## src/rtl/ling_pkg.sv

```systemverilog
// Shared constants and helpers for the pipelined Ling adder.
package ling_pkg;

    localparam int unsigned LING_GROUP = 4;

    // Per-stage control bits carried alongside the partial sum and pending operands.
    typedef struct packed {
        logic valid;
        logic carry;
        logic c_msb;
    } ling_ctl_t;

    function automatic logic ling_seg_ok(input int unsigned seg);
        return (seg != 0) && ((seg % LING_GROUP) == 0);
    endfunction

endpackage

```

## src/rtl/ling_adder_seg.sv

```systemverilog
// Combinational SEG-bit Ling adder segment: group-level pseudo-carry lookahead,
// bit-level pseudo-carry inside each 4-bit group.
module ling_adder_seg
    import ling_pkg::*;
#(
    parameter int unsigned SEG = 8
) (
    input  logic [SEG-1:0] a,
    input  logic [SEG-1:0] b,
    input  logic           cin,
    output logic [SEG-1:0] sum,
    output logic           cout,
    output logic           c_msb
);

    localparam int unsigned NGRP = SEG / LING_GROUP;

    logic [SEG-1:0] g, t, p;
    logic [SEG:0]   t_ext;
    logic [SEG:0]   h;
    logic [NGRP:0]  hg;
    logic           hgen, htr;

    assign g     = a & b;
    assign t     = a | b;
    assign p     = a ^ b;
    // t_ext[i] is the transmit of bit i-1; the segment's carry-in acts as h[0] with t_ext[0]=1.
    assign t_ext = {t, 1'b1};

    always_comb begin
        h     = '0;
        hg    = '0;
        hgen  = 1'b0;
        htr   = 1'b0;
        hg[0] = cin;
        for (int j = 0; j < NGRP; j++) begin
            hgen = g[j*LING_GROUP+3]
                 | (t_ext[j*LING_GROUP+3] & g[j*LING_GROUP+2])
                 | ((&t_ext[j*LING_GROUP+2 +: 2]) & g[j*LING_GROUP+1])
                 | ((&t_ext[j*LING_GROUP+1 +: 3]) & g[j*LING_GROUP]);
            htr       = &t_ext[j*LING_GROUP +: 4];
            hg[j+1]   = hgen | (htr & hg[j]);
            h[j*LING_GROUP] = hg[j];
            for (int i = 0; i < 3; i++) begin
                h[j*LING_GROUP+i+1] = g[j*LING_GROUP+i]
                                    | (t_ext[j*LING_GROUP+i] & h[j*LING_GROUP+i]);
            end
        end
        h[SEG] = hg[NGRP];
    end

    // Real carry into bit i is t_{i-1} & h_i.
    assign sum   = p ^ (t_ext[SEG-1:0] & h[SEG-1:0]);
    assign cout  = t_ext[SEG] & h[SEG];
    assign c_msb = t_ext[SEG-1] & h[SEG-1];

endmodule

```

## src/rtl/ling_adder_pipe.sv

```systemverilog
// Pipelined WIDTH-bit add/subtract built from STAGES carry-registered Ling segments,
// with a valid/ready stream interface and a single global advance enable.
module ling_adder_pipe
    import ling_pkg::*;
#(
    parameter int unsigned WIDTH  = 32,
    parameter int unsigned STAGES = 4
) (
    input  logic             clk,
    input  logic             rst,
    input  logic             in_valid,
    output logic             in_ready,
    input  logic [WIDTH-1:0] a,
    input  logic [WIDTH-1:0] b,
    input  logic             cin,
    input  logic             sub,
    output logic             out_valid,
    input  logic             out_ready,
    output logic [WIDTH-1:0] sum,
    output logic             cout,
    output logic             ovf
);

    localparam int unsigned SEG = WIDTH / STAGES;

    typedef struct packed {
        ling_ctl_t        ctl;
        logic [WIDTH-1:0] psum;
        logic [WIDTH-1:0] pa;
        logic [WIDTH-1:0] pb;
    } stage_t;

    if (!ling_seg_ok(SEG) || (WIDTH != STAGES * SEG)) begin : g_param_check
        $error("ling_adder_pipe: WIDTH must equal STAGES*SEG with SEG a multiple of 4");
    end

    logic   adv;
    stage_t entry;
    stage_t stage_q [STAGES];
    stage_t stage_d [STAGES];

    assign adv      = !out_valid || out_ready;
    assign in_ready = adv;

    // Bubbles enter as all-zero records so idle output data stays at 0.
    always_comb begin
        entry = '0;
        if (in_valid) begin
            entry.ctl.valid = 1'b1;
            entry.ctl.carry = cin ^ sub;
            entry.pa        = a;
            entry.pb        = sub ? ~b : b;
        end
    end

    for (genvar k = 0; k < STAGES; k++) begin : g_stage
        stage_t         prev, nxt;
        logic [SEG-1:0] seg_sum;
        logic           seg_cout, seg_cmsb;

        if (k == 0) begin : g_first
            assign prev = entry;
        end else begin : g_next
            assign prev = stage_q[k-1];
        end

        ling_adder_seg #(
            .SEG (SEG)
        ) u_seg (
            .a     (prev.pa[k*SEG +: SEG]),
            .b     (prev.pb[k*SEG +: SEG]),
            .cin   (prev.ctl.carry),
            .sum   (seg_sum),
            .cout  (seg_cout),
            .c_msb (seg_cmsb)
        );

        // Lower sum segments ride along unchanged; consumed operand bits are cleared.
        always_comb begin
            nxt                     = prev;
            nxt.psum[k*SEG +: SEG]  = seg_sum;
            nxt.pa[k*SEG +: SEG]    = '0;
            nxt.pb[k*SEG +: SEG]    = '0;
            nxt.ctl.carry           = seg_cout;
            nxt.ctl.c_msb           = seg_cmsb;
        end

        assign stage_d[k] = nxt;
    end

    always_ff @(posedge clk) begin
        if (rst) begin
            for (int k = 0; k < STAGES; k++) begin
                stage_q[k] <= '0;
            end
        end else if (adv) begin
            for (int k = 0; k < STAGES; k++) begin
                stage_q[k] <= stage_d[k];
            end
        end
    end

    assign out_valid = stage_q[STAGES-1].ctl.valid;
    assign sum       = stage_q[STAGES-1].psum;
    assign cout      = stage_q[STAGES-1].ctl.carry;
    assign ovf       = stage_q[STAGES-1].ctl.carry ^ stage_q[STAGES-1].ctl.c_msb;

endmodule

```

## config.mk

```make
export PLATFORM = sky130hd
export DESIGN_NAME = ling_adder_pipe
export DESIGN_NICKNAME = d
export VERILOG_FILES = /design/src/rtl/ling_pkg.sv /design/src/rtl/ling_adder_seg.sv /design/src/rtl/ling_adder_pipe.sv
export SDC_FILE = /design/constraint.sdc
export NUM_CORES = 1
export LEC_CHECK = 0
export CORE_MARGIN = 2
export CORE_UTILIZATION = 45
export DETAILED_ROUTE_END_ITERATION = 6
export DONT_BUFFER_PORTS = 1
export PLACE_DENSITY = 0.6
export SYNTH_ARGS = -nofsm -noshare
export SYNTH_HDL_FRONTEND = slang
export SYNTH_SLANG_ARGS = --single-unit
```

## constraint.sdc

```tcl
create_clock -name clk -period 7 [get_ports clk]
set_input_delay 1.4 -clock clk [delete_from_list [all_inputs] [get_ports clk]]
set_output_delay 1.4 -clock clk [all_outputs]
set_load 0.01 [all_outputs]
```

==> results of run 1 <==
[how the worst max path moves through the flow]
| stage | startpoint | endpoint | slack (ns) |
|---|---|---|---|
| after detailed placement | sub | stage_q[0][71]$_SDFFCE_PN0P_ | 2.78 |
| after CTS | sub | stage_q[0][71]$_SDFFCE_PN0P_ | 3.22 |
| final | sub | stage_q[0][71]$_SDFFCE_PN0P_ | 3.21 |
| after global placement | sub | stage_q[0][71]$_SDFFCE_PN0P_ | 2.86 |
| after floorplan | rst | stage_q[0][10]$_SDFFCE_PN0P_ | 0.58 |
| after global routing | sub | stage_q[0][71]$_SDFFCE_PN0P_ | 3.04 |
[Yosys cell counts, drive strengths merged]
library cell	number	area [um^2]
a2111oi	3	26.3
nand2b	2	15.0
o21ai	4	20.0
a211oi	5	37.5
o31a	3	26.3
a211o	3	26.3
inv	72	270
buf	53	355
o41ai	1	16.3
nor2	53	206
nand2	13	51.3
and3	24	150
nor3	9	45.0
edfxtp	185	5560
nor2b	3	26.3
a31o	1	8.76
fa	24	480
a21oi	4	20.0
xor2	14	130
and2	119	744
nor4	1	6.26
ha	64	801
clkbuf	7	26.3
xnor2	28	245
[power breakdown]
part           switching (mW)  internal [mW]  total (mW)
clock                   0.402          0.637        1.04
sequential             0.0269           1.28        1.31
combinational          0.0720         0.0584       0.130
total                   0.500           1.97        2.48
[worst max-delay path, delay by kind of cell]
kind,cells,cell delay (ns)
buf+inv,1,0.06
fa+ha+maj,4,1.34
xor+xnor,2,0.32
compound gates,1,0.40
simple gates,3,0.42
[kinds of logic (layout without fill, tap and decap cells)]
logic type,count (synthesis),in the layout,synth area share [%]
and+or+nand+nor,224,224,13.4
DFF,185,185,59.8
buffers and inverters,132,108,7.02
adders and majority gates,88,88,13.8
xor gates and xnor gates,42,42,4.04
AOI/OAI and AO/OA,24,24,1.95
[final cells by class]
class | count | area [um^2] | area share, %
well taps | 270 | 338 | 3.40
repair buffers | 4 | 30.0 | 0.302
clock inverters | 14 | 216 | 2.18
multi-input cells | 378 | 3090 | 31.1
inverters | 72 | 270 | 2.72
clock buffers | 18 | 429 | 4.32
flip-flops and latches | 185 | 5560 | 55.9
[routing by layer]
layer / wire length [um] / up-vias
met5: 0 / -
met4: 254 / 0
met3: 275 / 15
met2: 7570 / 80
met1: 6100 / 2132
li1: - / 2172
[per-stage QoR]
| stage | total power, mW | worst slack, ns | area (um^2) | hold slack (ns) |
|---|---|---|---|---|
| floorplan | 1.45 | 0.578 | 9290 | 0.497 |
| global placement | 1.46 | 2.86 | 9280 | 0.500 |
| detailed placement | 1.46 | 2.78 | 9280 | 0.501 |
| CTS | 2.51 | 3.22 | 9930 | 0.513 |
| global route | 2.57 | 3.04 | 9930 | 0.521 |
| finish | 2.48 | 3.21 | 9930 | 0.513 |
==> metrics.md, run 1 <==
| Metric | Value |
|---|---|
| Run status | `finished, final reports clean` |
| Num CTS Buffers | `17` |
| CTS tree | `done` |
| Slack of the worst reg-to-reg path | `between 4 and 5 ns` |
| Post-CTS Repair Setup Buffers | `0` |
| Hold Path Sink | `stage_q[1][62]$_SDFFCE_PN0P_` |
| Worst EP required | `7.15 ns` |
| Root Driver | `sky130_fd_sc_hd__clkbuf_16` |
| Wirelength, routed | `14,200 um` |
| Routability congestion estimate | `slightly below 0.8` |
| Count of port buffers added during placement | `0` |
| Boundary pin count | `roughly 110` |
| Startpoint of the lowest-slack register-to-register path | `stage_q[1][18]$_SDFFCE_PN0P_` |
| Worst reg2reg endpoint | `stage_q[2][87]$_SDFFCE_PN0P_` |
| Commonest non-fill, non-tap cells in the layout | `185 x sky130_fd_sc_hd__edfxtp_1, 119 x sky130_fd_sc_hd__and2_1, 70 x sky130_fd_sc_hd__inv_1` |
| Arrival time at the worst endpoint | `3.94 ns` |
| Length of the first detailed-routing pass in iterations | `5` |
| Total instance count after detailed placement | `909` |
| Sinks on the clock net | `approximately 190` |
| Starting utilization of the core area | `between 40% and 50%` |
| Cell with the largest stage delay on the worst path | `sky130_fd_sc_hd__fa_1` |
| Pins over their slew limit | `0` |
| Number of remaining DRC errors | `0` |
| Overflow left after global routing | `0` |
| Deepest clock path buffer count | `2` |
| Largest registers | `stage_q (185)` |
| Fill cell instance count of the final layout | `1,745` |
| Final routed wire length divided by cell count | `around 15 um` |
| Worst Max-Slew Pin Slew | `just under 1 ns` |
| Highest attainable clock frequency | `approximately 0.26 GHz` |
| Final non-filler cell total | `941` |
| Global Route met2 Usage | `around a quarter` |
| Setup TNS | `0 ns` |
| Placement row count | `52` |
| Insertion delay of the later-clocked pin in the worst-skew pair | `roughly 0.42 ns` |
| CP Capture Type | `flip-flop` |
| Synthesized Nets | `around 850` |
| Chip Height | `roughly 150 um` |
| Slew margin rel. | `a little over a third` |
| Flip-flop count of the largest register after layout | `185` |
| Largest stage delay on the critical path | `around 0.45 ns` |
| Synthesized flop and latch total | `roughly 190` |
| Total power per unit cell area | `roughly 250 nW/um^2` |
| Nets | `slightly above 800` |
| Peak ir drop on the vdd network | `0.151 mV` |
| Maximum capacitance violations | `0` |
| Violation count after the first detailed-route iteration | `237` |
| Fin util | `roughly half` |
| Area added between synthesis and finish | `6.88%` |
| Deepest level of the CTS H-tree | `4` |
| Number of nets with antenna violations after detailed routing | `0` |
| Hold Path Cell Cnt | `1` |
| Number of global-route vias before repair | `approximately 4,700` |
| Final setup fails | `0` |
| Count of synthesis-stage warnings from yosys | `0` |
| Average cell area after synthesis | `between 10 and 15 um^2` |
| First-pass GRT wire length | `23,000 um` |
| Resized Gates After CTS | `0` |
| GRT busiest layer | `met2` |
| Initial antenna violation count | `0` |
| Critical Path Start Type | `input port` |
| Share of synthesized area occupied by flip-flops and latches | `59.8%` |
| Register with the most flip-flops | `stage_q` |
| CTS clock-pin slew for the worst setup and hold paths | `approximately 0.070 ns` |
| Critical path, cell by cell | `xor2_1, nand2_1, ha_1, o41ai_2, nor2b_1, fa_1, inv_1, fa_1, fa_1, xor2_1, nor2_1` |
| Worst reg-to-reg path cell count | `11` |
| Global-route track usage on met1 | `approximately 16%` |
| Largest clock skew in the final design | `about 0.0086 ns` |
| DP Wirelength | `9740 um` |
| Total routing resource utilization after global routing | `approximately 14%` |
| Lkg Pwr | `about 4.3 nW` |
| Count of vias placed by the detailed router | `~4,400` |
| Most common library cell in the layout ignoring fill and taps | `sky130_fd_sc_hd__edfxtp_1` |
| Number of hold-repair buffers added at the cts stage | `0` |
| Crit path max fanout | `33` |
| Fraction of met3 tracks used by global routing | `under 10%` |
| Combined area of all synthesized cells | `a little over 9000 um^2` |
| Inserted Diodes | `0` |
| Kind of critical path | `in2reg` |
| Count of final hold-check violations | `0` |
| Share of cells above drive strength 1 | `under 10%` |
| Worst min-delay path category | `reg2reg` |
| Die outline width | `between 100 and 150 um` |
| Area inside the core boundary | `between 20,000 and 25,000 um^2` |
| Post-detailed-route via-to-cell ratio | `approximately 4.7` |
| Die area | `~22,000 um^2` |
| Post-route minimum period | `about 3.8 ns` |
| Cell count after synthesis | `between 600 and 700` |
| Cell variety after synth | `32` |
| Largest net degree at the start of global routing | `85` |
| Setup repair after global routing missed its margin | `false` |
| Start point of the worst hold path | `stage_q[0][62]$_SDFFCE_PN0P_` |
| Most numerous cell on the critical path | `sky130_fd_sc_hd__fa_1` |
| Final cycle utilization of the critical path | `a little over half` |
Note: power is estimated with default switching activity, not from simulation.
==> inputs of run 2 (changes only) <==
clock period = 3.7 ns   (was 7 ns; I/O delays follow)
==> run 2 against run 1 <==
Compared with the run above:
- register-to-register slack lost 3.3 ns
- sequential share of layout area is essentially flat
- largest cell class unchanged
- critical path type unchanged
- largest power group unchanged
- first-iteration DRC count grew 47%
==> metrics.md, run 2 (same netlist as run 1, synthesis figures left out) <==
| Metric | Value |
|---|---|
| Num CTS Buffers | `17 (unchanged)` |
| Setup TNS | `0 ns (unchanged)` |
| Die area | `21,800 um^2 (unchanged)` |
| Fill cell instance count of the final layout | `1,760 (was 1,745)` |
| Post-CTS Repair Setup Buffers | `0 (unchanged)` |
| Start point of the worst hold path | `stage_q[2][69]$_SDFFCE_PN0P_ (was stage_q[0][62]$_SDFFCE_PN0P_)` |
| Chip Height | `148 um (unchanged)` |
| Length of the first detailed-routing pass in iterations | `4 (was 5)` |
| Commonest non-fill, non-tap cells in the layout | `185 x sky130_fd_sc_hd__edfxtp_1, 119 x sky130_fd_sc_hd__and2_1, 70 x sky130_fd_sc_hd__inv_1 (unchanged)` |
| Hold Path Sink | `stage_q[3][69]$_SDFFCE_PN0P_ (was stage_q[1][62]$_SDFFCE_PN0P_)` |
| Slew margin rel. | `31.6% (was 35.7%)` |
| Total instance count after detailed placement | `909 (unchanged)` |
| Post-detailed-route via-to-cell ratio | `4.66 (was 4.67)` |
| DP Wirelength | `9520 um (was 9740 um)` |
| Critical Path Start Type | `input port (unchanged)` |
| Area inside the core boundary | `20,200 um^2 (unchanged)` |
| Post-route minimum period | `between 3 and 4 ns` |
| Startpoint of the lowest-slack register-to-register path | `stage_q[1][17]$_SDFFCE_PN0P_ (was stage_q[1][18]$_SDFFCE_PN0P_)` |
| Overflow left after global routing | `0 (unchanged)` |
| Worst hold slack | `0.516 ns (was 0.513 ns)` |
| Root Driver | `sky130_fd_sc_hd__clkbuf_16 (unchanged)` |
| Largest registers | `stage_q (185) (unchanged)` |
| Insertion delay of the later-clocked pin in the worst-skew pair | `0.43 ns (was 0.42 ns)` |
| Count of final hold-check violations | `0 (unchanged)` |
| Count of port buffers added during placement | `0 (unchanged)` |
| Net switching power figure | `979 uW (was 500 uW)` |
| Clk pwr share | `41.7% (was 42.0%)` |
| Deepest clock path buffer count | `2 (unchanged)` |
| Number of nets with antenna violations after detailed routing | `0 (unchanged)` |
| Violation count after the first detailed-route iteration | `349 (was 237)` |
| Resized Gates After CTS | `0 (unchanged)` |
| Final critical-path setup slack | `0.645 ns (was 3.21 ns)` |
| Final setup fails | `0 (unchanged)` |
| Worst EP required | `3.86 ns (was 7.15 ns)` |
| Area added between synthesis and finish | `6.98% (was 6.88%)` |
| Total power per unit cell area | `468 nW/um^2 (was 249 nW/um^2)` |
| Largest net degree at the start of global routing | `139 (was 85)` |
| Number of hold-repair buffers added at the cts stage | `0 (unchanged)` |
| Wirelength, routed | `14,300 um (was 14,200 um)` |
| Power Internal | `3.68 mW (was 1.97 mW)` |
| Setup repair after global routing missed its margin | `false (unchanged)` |
| Sinks on the clock net | `185 (unchanged)` |
| Met3 wire length | `496 um (was 275 um)` |
| Hold Path Cell Cnt | `1 (unchanged)` |
| Top layer in use | `met4 (unchanged)` |
| Footprint of the multi-input gates | `3090 um^2 (unchanged)` |
| Boundary pin count | `106 (unchanged)` |
| Final non-filler cell total | `942 (was 941)` |
| Worst Max-Slew Pin Slew | `1.03 ns (was 0.965 ns)` |
| Number of remaining DRC errors | `0 (unchanged)` |
| Nets | `816 (unchanged)` |
| Detailed-route wire length on metal 1 | `6260 um (was 6100 um)` |
| Lkg Pwr | `4.28 nW (was 4.27 nW)` |
| Routability congestion estimate | `0.809 (was 0.781)` |
| Worst reg-to-reg path cell count | `11 (unchanged)` |
| Worst slack at placement | `0.174 ns (was 2.78 ns)` |
| CTS tree | `done (unchanged)` |
| Worst min-delay path category | `reg2reg (unchanged)` |
| Switching share of power | `21.0% (was 20.2%)` |
| Total power after layout | `4.66 mW (was 2.48 mW)` |
| Die outline width | `148 um (unchanged)` |
| Most common library cell in the layout ignoring fill and taps | `sky130_fd_sc_hd__edfxtp_1 (unchanged)` |
| Sequential cell fraction of total power | `53.0% (was 52.8%)` |
| Worst reg2reg endpoint | `stage_q[2][87]$_SDFFCE_PN0P_ (unchanged)` |
| First-pass GRT wire length | `23,300 um (was 23,000 um)` |
| Initial antenna violation count | `2 (was 0)` |
| Arrival time at the worst endpoint | `3.22 ns (was 3.94 ns)` |
| Pins over their slew limit | `0 (unchanged)` |
| Highest attainable clock frequency | `about 0.33 GHz` |
| Final cycle utilization of the critical path | `a little over 80%` |
| Starting utilization of the core area | `45.9% (unchanged)` |
| Deepest level of the CTS H-tree | `4 (unchanged)` |
| Run status | `finished, final reports clean (unchanged)` |
| Flip-flop count of the largest register after layout | `185 (unchanged)` |
| Placement row count | `52 (unchanged)` |
| CTS clock-pin slew for the worst setup and hold paths | `0.07 ns (about the same)` |
| Peak ir drop on the vdd network | `0.334 mV (was 0.151 mV)` |
| Total met2 wirelength after detailed routing | `7290 um (was 7570 um)` |
| Crit path max fanout | `33 (unchanged)` |
| Register with the most flip-flops | `stage_q (unchanged)` |
| Maximum capacitance violations | `0 (unchanged)` |
| Share of total power in combinational logic | `5.3% (about the same)` |
| Reg area | `5560 um^2 (unchanged)` |
| Count of vias placed by the detailed router | `4,394 (was 4,399)` |
| Number of global-route vias before repair | `4,526 (was 4,665)` |
| Kind of critical path | `in2reg (unchanged)` |
| Slack of the worst reg-to-reg path | `0.91 ns (was 4.19 ns)` |
| CP Capture Type | `flip-flop (unchanged)` |
| Final routed wire length divided by cell count | `15.1 um (about the same)` |
| Total routing resource utilization after global routing | `14.0% (was 13.8%)` |
| Share of cells above drive strength 1 | `6.71% (was 6.56%)` |
| Largest clock skew in the final design | `0.00881 ns (was 0.00860 ns)` |
## run 2: cell types whose count changed in the layout (fill, tap and decap cells not counted)
cell | previous run | this run
sky130_fd_sc_hd__buf_4 | 4 | 3
sky130_fd_sc_hd__buf_12 | 0 | 1
sky130_fd_sc_hd__inv_8 | 0 | 1
sky130_fd_sc_hd__clkbuf_1 | 1 | 0
sky130_fd_sc_hd__diode_2 | 0 | 1
sky130_fd_sc_hd__clkinv_4 | 1 | 4
sky130_fd_sc_hd__bufinv_16 | 5 | 4
sky130_fd_sc_hd__clkinv_2 | 3 | 1
## run 2: power by group through the flow
stage          clock, mW  sequential, mW  combinational, mW
6_report            1.94            2.47              0.247
5_1_grt             2.10            2.48              0.291
4_1_cts             1.99            2.47              0.254
3_5_place_dp           0            2.52              0.253
3_3_place_gp           0            2.51              0.240
2_1_floorplan          0            2.49              0.247
## run 2: stage by stage
step / instance area [um^2] / util, %
floorplan: 9290 / -
global placement: 9300 / 45.9
detailed placement: 9300 / 45.9
CTS: 9940 / 49.1
global route: 9940 / 49.1
finish: 9940 / 49.1
## run 2: worst max-delay path, cell delays in order
cell and delay [ns]:
sky130_fd_sc_hd__xor2_1 0.12, sky130_fd_sc_hd__nand2_1 0.13, sky130_fd_sc_hd__ha_1 0.25, sky130_fd_sc_hd__o41ai_2 0.38, sky130_fd_sc_hd__nor2b_1 0.23, sky130_fd_sc_hd__fa_1 0.20, sky130_fd_sc_hd__inv_1 0.05, sky130_fd_sc_hd__fa_1 0.45
sky130_fd_sc_hd__fa_1 0.45, sky130_fd_sc_hd__xor2_1 0.17, sky130_fd_sc_hd__nor2_1 0.05
## run 2: worst max-delay path by stage
stage / from / endpoint / slack [ns] / depth (start not counted)
4_1_cts: sub / stage_q[0][71]$_SDFFCE_PN0P_ / 0.64 / 11
5_1_grt: sub / stage_q[0][71]$_SDFFCE_PN0P_ / 0.48 / 11
6_report: sub / stage_q[0][71]$_SDFFCE_PN0P_ / 0.64 / 11
3_3_place_gp: sub / stage_q[0][71]$_SDFFCE_PN0P_ / 0.22 / 11
2_1_floorplan: in_valid / stage_q[0][71]$_SDFFCE_PN0P_ / 0.03 / 13
3_5_place_dp: sub / stage_q[0][71]$_SDFFCE_PN0P_ / 0.17 / 11
## run 2: area by class of cell
type | instances | area share, %
Sequential cell | 185 | 55.9
Multi-Input combinational cell | 378 | 31.1
Clock buffer | 17 | 4.28
Clock inverter | 15 | 2.15
Antenna cell | 1 | 0.0252
Inverter | 72 | 2.72
Tap cell | 270 | 3.40
Timing Repair Buffer | 4 | 0.428
## run 2: routing by layer
metal  track usage [%]  vias to the layer above
met5                 0                        -
met4              4.90                        0
met3              3.83                       16
met2              23.2                       88
met1              17.8                     2113
li1                  -                     2177
